==> src/rtl/lcd_spi_sink.sv <==
// Receive side of the LCD SPI link: rebuilds 9-bit words and decodes CASET/RASET/RAMWR
// into addressed RGB332 pixel writes. Define LCD_SPI_SINK_STATS_EN to add pixel/error counters.
module lcd_spi_sink #(
  parameter int H_RES = 240,
  parameter int V_RES = 160
) (
  input  logic        clk_25MHz,
  input  logic        rst_n,
  input  logic        lcd_cs,
  input  logic        lcd_dc,
  input  logic        lcd_sclk,
  input  logic        lcd_mosi,
  output logic        byte_valid,
  output logic [7:0]  byte_data,
  output logic        byte_dc,
  output logic        pix_valid,
  output logic [8:0]  pix_x,
  output logic [8:0]  pix_y,
  output logic [7:0]  pix_data,
  output logic        frame_done,
  output logic        proto_err
`ifdef LCD_SPI_SINK_STATS_EN
  ,
  output logic [17:0] pix_count,
  output logic [7:0]  err_count
`endif
);

  localparam logic [8:0] XE_RST = 9'(H_RES - 1);
  localparam logic [8:0] YE_RST = 9'(V_RES - 1);

  typedef enum logic [2:0] {S_CMD, S_CASET, S_RASET, S_RAMWR, S_SKIP} state_t;

  logic [3:0] meta_r, sync_r;   // {cs, dc, sclk, mosi}
  logic       sclk_d_r;
  logic       cs_s, dc_s, mosi_s, sclk_rise_s, cs_err_s;
  logic [6:0] shift_r;
  logic [2:0] bit_cnt_r;
  logic       byte_valid_r, byte_dc_r;
  logic [7:0] byte_data_r;

  state_t     state_r, state_n;
  logic [2:0] pidx_r;
  logic       p0_r, p2_r;       // only bit 0 of the high parameter bytes is meaningful
  logic [7:0] p1_r;
  logic [8:0] xs_r, xe_r, ys_r, ye_r, cx_r, cy_r;
  logic       cmd_s, ramwr_s, param_s, commit_s, reject_s, pix_s;
  logic [8:0] new_start_s, new_end_s;

  logic       pix_valid_r, frame_done_r, proto_err_r;
  logic [8:0] pix_x_r, pix_y_r;
  logic [7:0] pix_data_r;

  assign cs_s        = sync_r[3];
  assign dc_s        = sync_r[2];
  assign mosi_s      = sync_r[0];
  assign sclk_rise_s = sync_r[1] & ~sclk_d_r;
  assign cs_err_s    = cs_s & (bit_cnt_r != 3'd0);

  // Two-flop synchronizers plus sclk history for edge detection; cs idles deselected
  always_ff @(posedge clk_25MHz or negedge rst_n) begin
    if (!rst_n) begin
      meta_r   <= 4'b1000;
      sync_r   <= 4'b1000;
      sclk_d_r <= 1'b0;
    end else begin
      meta_r   <= {lcd_cs, lcd_dc, lcd_sclk, lcd_mosi};
      sync_r   <= meta_r;
      sclk_d_r <= sync_r[1];
    end
  end

  // Bit shifter and byte assembly
  always_ff @(posedge clk_25MHz or negedge rst_n) begin
    if (!rst_n) begin
      shift_r      <= 7'd0;
      bit_cnt_r    <= 3'd0;
      byte_valid_r <= 1'b0;
      byte_data_r  <= 8'd0;
      byte_dc_r    <= 1'b0;
    end else begin
      byte_valid_r <= 1'b0;
      if (cs_s) begin
        bit_cnt_r <= 3'd0;
      end else if (sclk_rise_s) begin
        shift_r   <= {shift_r[5:0], mosi_s};
        bit_cnt_r <= bit_cnt_r + 3'd1;
        if (bit_cnt_r == 3'd7) begin
          byte_valid_r <= 1'b1;
          byte_data_r  <= {shift_r, mosi_s};
          byte_dc_r    <= dc_s;
        end
      end
    end
  end

  // Decoder next state and per-byte actions
  always_comb begin
    state_n     = state_r;
    cmd_s       = 1'b0;
    ramwr_s     = 1'b0;
    param_s     = 1'b0;
    commit_s    = 1'b0;
    reject_s    = 1'b0;
    pix_s       = 1'b0;
    new_start_s = {p0_r, p1_r};
    new_end_s   = {p2_r, byte_data_r};
    if (byte_valid_r) begin
      if (!byte_dc_r) begin
        cmd_s = 1'b1;
        case (byte_data_r)
          8'h2A:   state_n = S_CASET;
          8'h2B:   state_n = S_RASET;
          8'h2C: begin
            state_n = S_RAMWR;
            ramwr_s = 1'b1;
          end
          default: state_n = S_SKIP;
        endcase
      end else begin
        case (state_r)
          S_CASET, S_RASET: begin
            if (!pidx_r[2]) begin
              param_s = 1'b1;
              if (pidx_r == 3'd3) begin
                if (new_start_s > new_end_s) begin
                  reject_s = 1'b1;
                end else begin
                  commit_s = 1'b1;
                end
              end else begin
                commit_s = 1'b0;
              end
            end else begin
              param_s = 1'b0;
            end
          end
          S_RAMWR: pix_s   = 1'b1;
          default: state_n = state_r;
        endcase
      end
    end else begin
      state_n = state_r;
    end
  end

  // Decoder state register
  always_ff @(posedge clk_25MHz or negedge rst_n) begin
    if (!rst_n) begin
      state_r <= S_CMD;
    end else begin
      state_r <= state_n;
    end
  end

  // Parameter capture, window, cursor and pixel outputs
  always_ff @(posedge clk_25MHz or negedge rst_n) begin
    if (!rst_n) begin
      pidx_r       <= 3'd0;
      p0_r         <= 1'b0;
      p1_r         <= 8'd0;
      p2_r         <= 1'b0;
      xs_r         <= 9'd0;
      xe_r         <= XE_RST;
      ys_r         <= 9'd0;
      ye_r         <= YE_RST;
      cx_r         <= 9'd0;
      cy_r         <= 9'd0;
      pix_valid_r  <= 1'b0;
      frame_done_r <= 1'b0;
      proto_err_r  <= 1'b0;
      pix_x_r      <= 9'd0;
      pix_y_r      <= 9'd0;
      pix_data_r   <= 8'd0;
    end else begin
      pix_valid_r  <= pix_s;
      frame_done_r <= pix_s & (cx_r == xe_r) & (cy_r == ye_r);
      proto_err_r  <= cs_err_s | reject_s;
      if (cmd_s) begin
        pidx_r <= 3'd0;
      end else if (param_s) begin
        pidx_r <= pidx_r + 3'd1;
        case (pidx_r[1:0])
          2'd0:    p0_r <= byte_data_r[0];
          2'd1:    p1_r <= byte_data_r;
          2'd2:    p2_r <= byte_data_r[0];
          default: p0_r <= p0_r;
        endcase
      end
      if (commit_s) begin
        if (state_r == S_CASET) begin
          xs_r <= new_start_s;
          xe_r <= new_end_s;
        end else begin
          ys_r <= new_start_s;
          ye_r <= new_end_s;
        end
      end
      if (ramwr_s) begin
        cx_r <= xs_r;
        cy_r <= ys_r;
      end else if (pix_s) begin
        pix_x_r    <= cx_r;
        pix_y_r    <= cy_r;
        pix_data_r <= byte_data_r;
        if (cx_r == xe_r) begin
          cx_r <= xs_r;
          cy_r <= (cy_r == ye_r) ? ys_r : cy_r + 9'd1;
        end else begin
          cx_r <= cx_r + 9'd1;
        end
      end
    end
  end

  assign byte_valid = byte_valid_r;
  assign byte_data  = byte_data_r;
  assign byte_dc    = byte_dc_r;
  assign pix_valid  = pix_valid_r;
  assign pix_x      = pix_x_r;
  assign pix_y      = pix_y_r;
  assign pix_data   = pix_data_r;
  assign frame_done = frame_done_r;
  assign proto_err  = proto_err_r;

`ifdef LCD_SPI_SINK_STATS_EN
  logic [17:0] pix_cnt_r;
  logic [7:0]  err_cnt_r;

  // Saturating activity counters
  always_ff @(posedge clk_25MHz or negedge rst_n) begin
    if (!rst_n) begin
      pix_cnt_r <= 18'd0;
      err_cnt_r <= 8'd0;
    end else begin
      if (pix_valid_r && (pix_cnt_r != 18'h3FFFF)) pix_cnt_r <= pix_cnt_r + 18'd1;
      if (proto_err_r && (err_cnt_r != 8'hFF)) err_cnt_r <= err_cnt_r + 8'd1;
    end
  end

  assign pix_count = pix_cnt_r;
  assign err_count = err_cnt_r;
`endif

endmodule

==> config.mk <==
export PLATFORM = sky130hd
export DESIGN_NAME = lcd_spi_sink
export DESIGN_NICKNAME = d
export VERILOG_FILES = /design/src/rtl/lcd_spi_sink.sv
export SDC_FILE = /design/constraint.sdc
export NUM_CORES = 1
export LEC_CHECK = 0
export ABC_AREA = 1
export BUFFER_PORTS_ARGS = -buffer_cell sky130_fd_sc_hd__buf_2
export CAP_MARGIN = 20
export CORE_MARGIN = 4
export CORE_UTILIZATION = 55
export CTS_CLUSTER_SIZE = 28
export DETAILED_ROUTE_END_ITERATION = 12
export PLACE_DENSITY = 0.74
export REMOVE_ABC_BUFFERS = 1
export SETUP_SLACK_MARGIN = 0.3
export SYNTH_ARGS = -nofsm -noshare
export SYNTH_HDL_FRONTEND = slang
export SYNTH_SLANG_ARGS = --single-unit
export TNS_END_PERCENT = 100
==> constraint.sdc <==
create_clock -name clk_25MHz -period 2.45 [get_ports clk_25MHz]
set_clock_uncertainty 0.15 [all_clocks]
set_input_delay 0.245 -clock clk_25MHz [delete_from_list [all_inputs] [get_ports clk_25MHz]]
set_output_delay 0.245 -clock clk_25MHz [all_outputs]
set_load 0.02 [all_outputs]
== Yosys cells after proc, flatten, opt, wreduce, memory -nomap -nowiden ==
Cells that the tools add are included.

* Reductions and logical operators: 17
* Eq/ne operators: 12
* Multiplexer cells: 39
* Magnitude comparators: 1
* Bitwise gates (word level): 11
* $add $sub $neg: 4

{| class="wikitable"
|+ Operator list
! kind !! count
|-
| $mux 9 || 7
|-
| $mux 1 || 27
|-
| $eq 8x6->1 const B || 3
|-
| $add 9x1->9 const B || 2
|-
| $eq 9x9->1 || 2
|-
| $mux 3 || 4
|-
| $reduce_and 2->1 || 6
|-
| $reduce_and 3->1 || 4
|-
| $eq 3x2->1 const B || 3
|-
| $gt 9x9->1 || 1
|-
| $pmux 3 s3 || 1
|-
| $reduce_bool 2->1 || 4
|-
| $add 3x1->3 const B || 2
|-
| $not 1->1 || 6
|-
| $and 1x1->1 || 4
|-
| $eq 3x1->1 const B || 1
|-
| $eq 3x3->1 const B || 1
|-
| $reduce_bool 3->1 || 1
|-
| $eq 2x1->1 const B || 1
|-
| $eq 2x2->1 const B || 1
|-
| $logic_not 2->1 || 1
|-
| $reduce_or 2->1 || 1
|-
| $or 1x1->1 || 1
|}

* Bits of input ports: 6
* Register bits after elaboration: 128

== Depth between registers and ports, before layout ==
* Word-level depth: 8
* Depth in mapped cells: 14
* Mapped depth without buffers: 12

== Worst setup path before layout ==
Ideal clock, no wire load.

* Kind: flip-flop to flip-flop
* From: register byte_data_r[6] (netlist: byte_data[6])
* To: register xs_r[3]
* Data arrival time: 1,851 ps
* Cell stages (with the launch flop): 12
* Path buffers: 2
* Clock period less this slack: 2,118 ps
* Setup time: 117 ps
* Required time: 2,183 ps
* Path slack: 332 ps
* Cell sequence: dfrtp_1 -> inv_1 -> ha_1 -> nand2_1 -> nor3_4 -> nand4_2 -> nand2_2 -> buf_6 -> nand3_4 -> buf_6 -> nand2_1 -> nand2_1

* Cells in the longest elaborated chain, start to end: 8

{| class="wikitable"
|+ Ends and longest elaborated chain
! item !! line !! RTL
|-
| start: declaration || 40 || <nowiki>logic [7:0] byte_data_r;</nowiki>
|-
| start signal: assignment || 90 || <nowiki>byte_data_r <= {shift_r, mosi_s};</nowiki>
|-
| $gt 9x9->1 || 126 || <nowiki>if (new_start_s > new_end_s) begin</nowiki>
|-
| $mux 1 || 126 ||
|-
| $mux 1 || 125 || <nowiki>if (pidx_r == 3'd3) begin</nowiki>
|-
| $mux 1 || 123 || <nowiki>if (!pidx_r[2]) begin</nowiki>
|-
| $mux 1 || 121 || <nowiki>case (state_r)</nowiki>
|-
| $mux 1 || 109 || <nowiki>if (!byte_dc_r) begin</nowiki>
|-
| $mux 1 || 108 || <nowiki>if (byte_valid_r) begin</nowiki>
|-
| $reduce_and 2->1 (no line) || - ||
|-
| end signal: assignment || 192 || <nowiki>xs_r <= new_start_s;</nowiki>
|-
| end: declaration || 46 || <nowiki>logic [8:0] xs_r, xe_r, ys_r, ye_r, cx_r, cy_r;</nowiki>
|}

Every way passes these cells.
A chain may end at the register's enable or synchronous reset.

== Final worst setup path ==
* From: register p0_r
* To: register xe_r[7]

* Cells in the longest elaborated chain, start to end: 8

{| class="wikitable"
|+ Ends and longest elaborated chain
! item !! line !! RTL
|-
| start: declaration || 44 || <nowiki>logic p0_r, p2_r;</nowiki>
|-
| start signal: assignment || 184 || <nowiki>2'd0: p0_r <= byte_data_r[0];</nowiki>
|-
| start signal: assignment || 187 || <nowiki>default: p0_r <= p0_r;</nowiki>
|-
| $gt 9x9->1 || 126 ||
|-
| $mux 1 || 126 ||
|-
| $mux 1 || 125 ||
|-
| $mux 1 || 123 ||
|-
| $mux 1 || 121 ||
|-
| $mux 1 || 109 ||
|-
| $mux 1 || 108 ||
|-
| $reduce_and 2->1 (no line) || - ||
|-
| end signal: assignment || 193 || <nowiki>xe_r <= new_end_s;</nowiki>
|-
| end: declaration || 46 ||
|}

Every way passes these cells.

==> out/qor.csv <==
stage,metric,value,unit
synthesis,synth unique cells,36,
setup_path,Startpoint Class,flop,
setup_path,WS Path Type,flop to flop,
synthesis,simple logic cell fraction of the synthesized area,27.9,%
drt,vias,5021,
final_layout,FF/Latch Area,3230,sq um
global_routing,global-route wire length before repair,24.4,mm
drt,Via density,5.41,
place,post-place setup slack,159,ps
drt,DR pass1 iterations,5,
synthesis,register bit total from synthesis,128,
power_and_ir_drop,Max VDD drop,619,uV
place,Placed Area,6530,sq um
drt,DR DRC count,0,
synthesis,Ys Warns,0,
global_routing,maximum number of pins on one net before global-route repair,50,
final_layout,footprint of the multi-input gates,2630,sq um
power_and_ir_drop,Final Total Pwr,4.65,mW
timing,Worst slew margin,56.9,%
min_path,hold crit path type,input pin to asynchronous set/reset pin,
die,Core ar.,10900,sq um
place,RD Place Congestion,0.848,
timing,worst hold margin,140,ps
timing,setup TNS,0,ps
die,I/O pin count,45,
drt,post-route ant nets,0,
power_and_ir_drop,combinational power share,2.2,%
global_routing,vias in the first global route,4947,
status,status,"complete, no violations",
drt,Starting DRT DRC Count,423,
power_and_ir_drop,Int Power,3.71,mW
job,max-cap violation count,0,
synthesis,Yosys top cell by area,dfrtp_1,
power_and_ir_drop,sequential share of power,46.7,%
final_layout,ratio of cells with drive above 1 in the final layout,19.2,%
clock_network,depth of the CTS H-tree,4,
global_routing,GRT Util Overall,23.4,%
power_and_ir_drop,LEAKAGE,3.77,nW
die,num rows,38,
setup_path,Critical Path RT,2760,ps
synthesis,most frequent cell after synthesis,nand2_1,
setup_path,critical path arrival,2440,ps
synthesis,Post-synth top flop,dfrtp_1,
clock_network,Root Buffer,clkbuf_8,
setup_path,CP Max Fanout,10,
timing,Tightest Pin Transition,644,ps
synthesis,mux share of post-synthesis cell area,0,%
drt,Avg WL per Cell,15.2,microns
clock_network,clock sinks,128,
global_routing,total grt overflow,0,
clock_network,CTS max path bufs,2,
die,Die Span Y,114,microns
synthesis,post-synthesis adder-cell area fraction,3.85,%
timing,Setup-failing EPs final,0,
power_and_ir_drop,Sw Ratio,20.3,%
global_routing,initial antenna violation count,0,
final_layout,Layout fillers,858,
timing,Max Clock Freq,0.468,GHz
drt,total wire length,14.1,mm
die,initial core utilization,56.7,%
setup_path,CP endpoint kind,flop,
timing,fin crit period,2130,ps
power_and_ir_drop,P_sw,945,uW
synthesis,Compound-Gate Fraction of Synth Area,4.99,%
place,placed cell count,881,
synthesis,Post-Synth XOR/XNOR Area,3.69,%
synthesis,Commonest cells post-synth,"nand2_1 (247), dfrtp_1 (113), inv_1 (67)",
synthesis,Synth Instances,709,
die,die area,13000,sq um
setup_path,Worst R2R Path Depth,8,
final_layout,ant diodes,0,
final_layout,Final Cell Area,7330,sq um
timing,RSZ-0062 raised after global routing,true,
synthesis,Mapped Area,6170,sq um
synthesis,largest family of logic cells by synthesized area,simple AND/OR/NAND/NOR gates,
synthesis,sequential area share after synthesis,52.2,%
power_and_ir_drop,Power Dens Cells,634,nW/um^2
timing,final cycle utilization of the critical path,87.1,%
place,DP HPWL,9.59,mm
final_layout,"non-filler cells, final",928,
synthesis,syn avg cell area,8.70,sq um
synthesis,Post-synth ARST share,100,%
final_layout,Final Core Density,67.4,%
timing,Slew Limit Fails,0,
clock_network,TritonCTS clock tree,done,
final_layout,Layout Nets,800,
timing,post-route setup slack,315,ps
timing,endpoints failing hold,0,
clock_network,"CTS clk-pin slew, worst paths",60,ps
clock_network,CTS Buf Count,17,
place,PortBufs,44,
power_and_ir_drop,clock share of power,51.1,%
synthesis,top post-synthesis cells by area,"dfrtp_1 (46%), nand2_1 (15%), dfstp_2 (6.4%)",
final_layout,Layout area overhead,18.9,%
clock_network,clock insertion delay at the later pin of the skew report,520,ps
synthesis,post-synth top area share,45.8,%
die,Die Width,114,microns
synthesis,Post-synth EDFFs,0,
[power by group through the flow]
| stage | clock, mW | combinational, mW | sequential, mW |
|---|---|---|---|
| 2_1_floorplan | 0 | 0.0318 | 2.20 |
| 3_3_place_gp | 0 | 0.0927 | 2.20 |
| 3_5_place_dp | 0 | 0.0969 | 2.21 |
| 4_1_cts | 2.41 | 0.105 | 2.17 |
| 5_1_grt | 2.52 | 0.121 | 2.17 |
| 6_report | 2.38 | 0.101 | 2.17 |
[worst max-delay path, cell delays in order, from the launching register on]
cell     delay [ps]
dfrtp_1         460
ha_1            370
a21o_1          190
nor2_2          160
nand3_4         150
nand2_8         150
buf_4           180
nand4_1         150
nand2_1         110
[final timing paths]
kind / from / slack [ps] / endpoint
worst max register to register: p0_r / 320 / xe_r[7]
max in group asynchronous: rst_n / 1290 / sync_r[3]
min in group clk_25MHz: meta_r[2] / 200 / sync_r[2]
worst min-delay path: rst_n / 140 / pix_x[1]
worst max-delay path: p0_r / 320 / xe_r[7]
worst min register to register: meta_r[2] / 200 / sync_r[2]
[cells by family after synthesis]
kind of cell | Yosys count
xor gates and xnor gates | 26
DFF | 128
buffers and inverters | 100
and+or+nand+nor | 377
adders and majority gates | 19
AOI/OAI and AO/OA | 59
[flip-flops by register name, summed over array words and instances, names as in the netlist, 7 cells and up]
register and cells:
cx_r 9, cy_r 9, pix_x 9, pix_y 9
xe_r 9, xs_r 9, ye_r 9, ys_r 9
byte_data 8, p1_r 8, pix_data 8, shift_r 7
[cells in the final DEF, fill, tap and decap left out, types with 16 or more instances in the layout]
cell type,netlist,final
nor2_1,18,17
nand4_1,43,43
clkbuf_16,0,16
nand2_1,247,242
ha_1,19,17
buf_2,10,43
o21ai_0,44,44
inv_1,67,64
dfrtp_1,113,110
xnor2_1,18,18
buf_4,1,21
nand3_1,46,46
[repair_timing]
action	CTS	global route
hold buffers	5	0
hold endpoints to repair	51	0
resized for setup	4	20
gates cloned	2	1
setup endpoints to repair	36	54
pin swaps	1	4
setup buffers	2	5
[per-layer routing]
metal / GRT usage [%] / share of wire [%]
met1: 31.4 / 44
met2: 38.0 / 49
met3: 5.36 / 5.6
met4: 7.84 / 1.6
met5: 0 / 0
[area by class of cell]
cell class	count	share of cell area [%]
flip-flops and latches	128	44.0
multi-input cells	484	35.8
clock buffers	26	6.52
repair buffers	72	6.52
inverters	72	3.68
well taps	140	2.39
clock inverters	6	1.13
(Power assumes the default switching activity.)
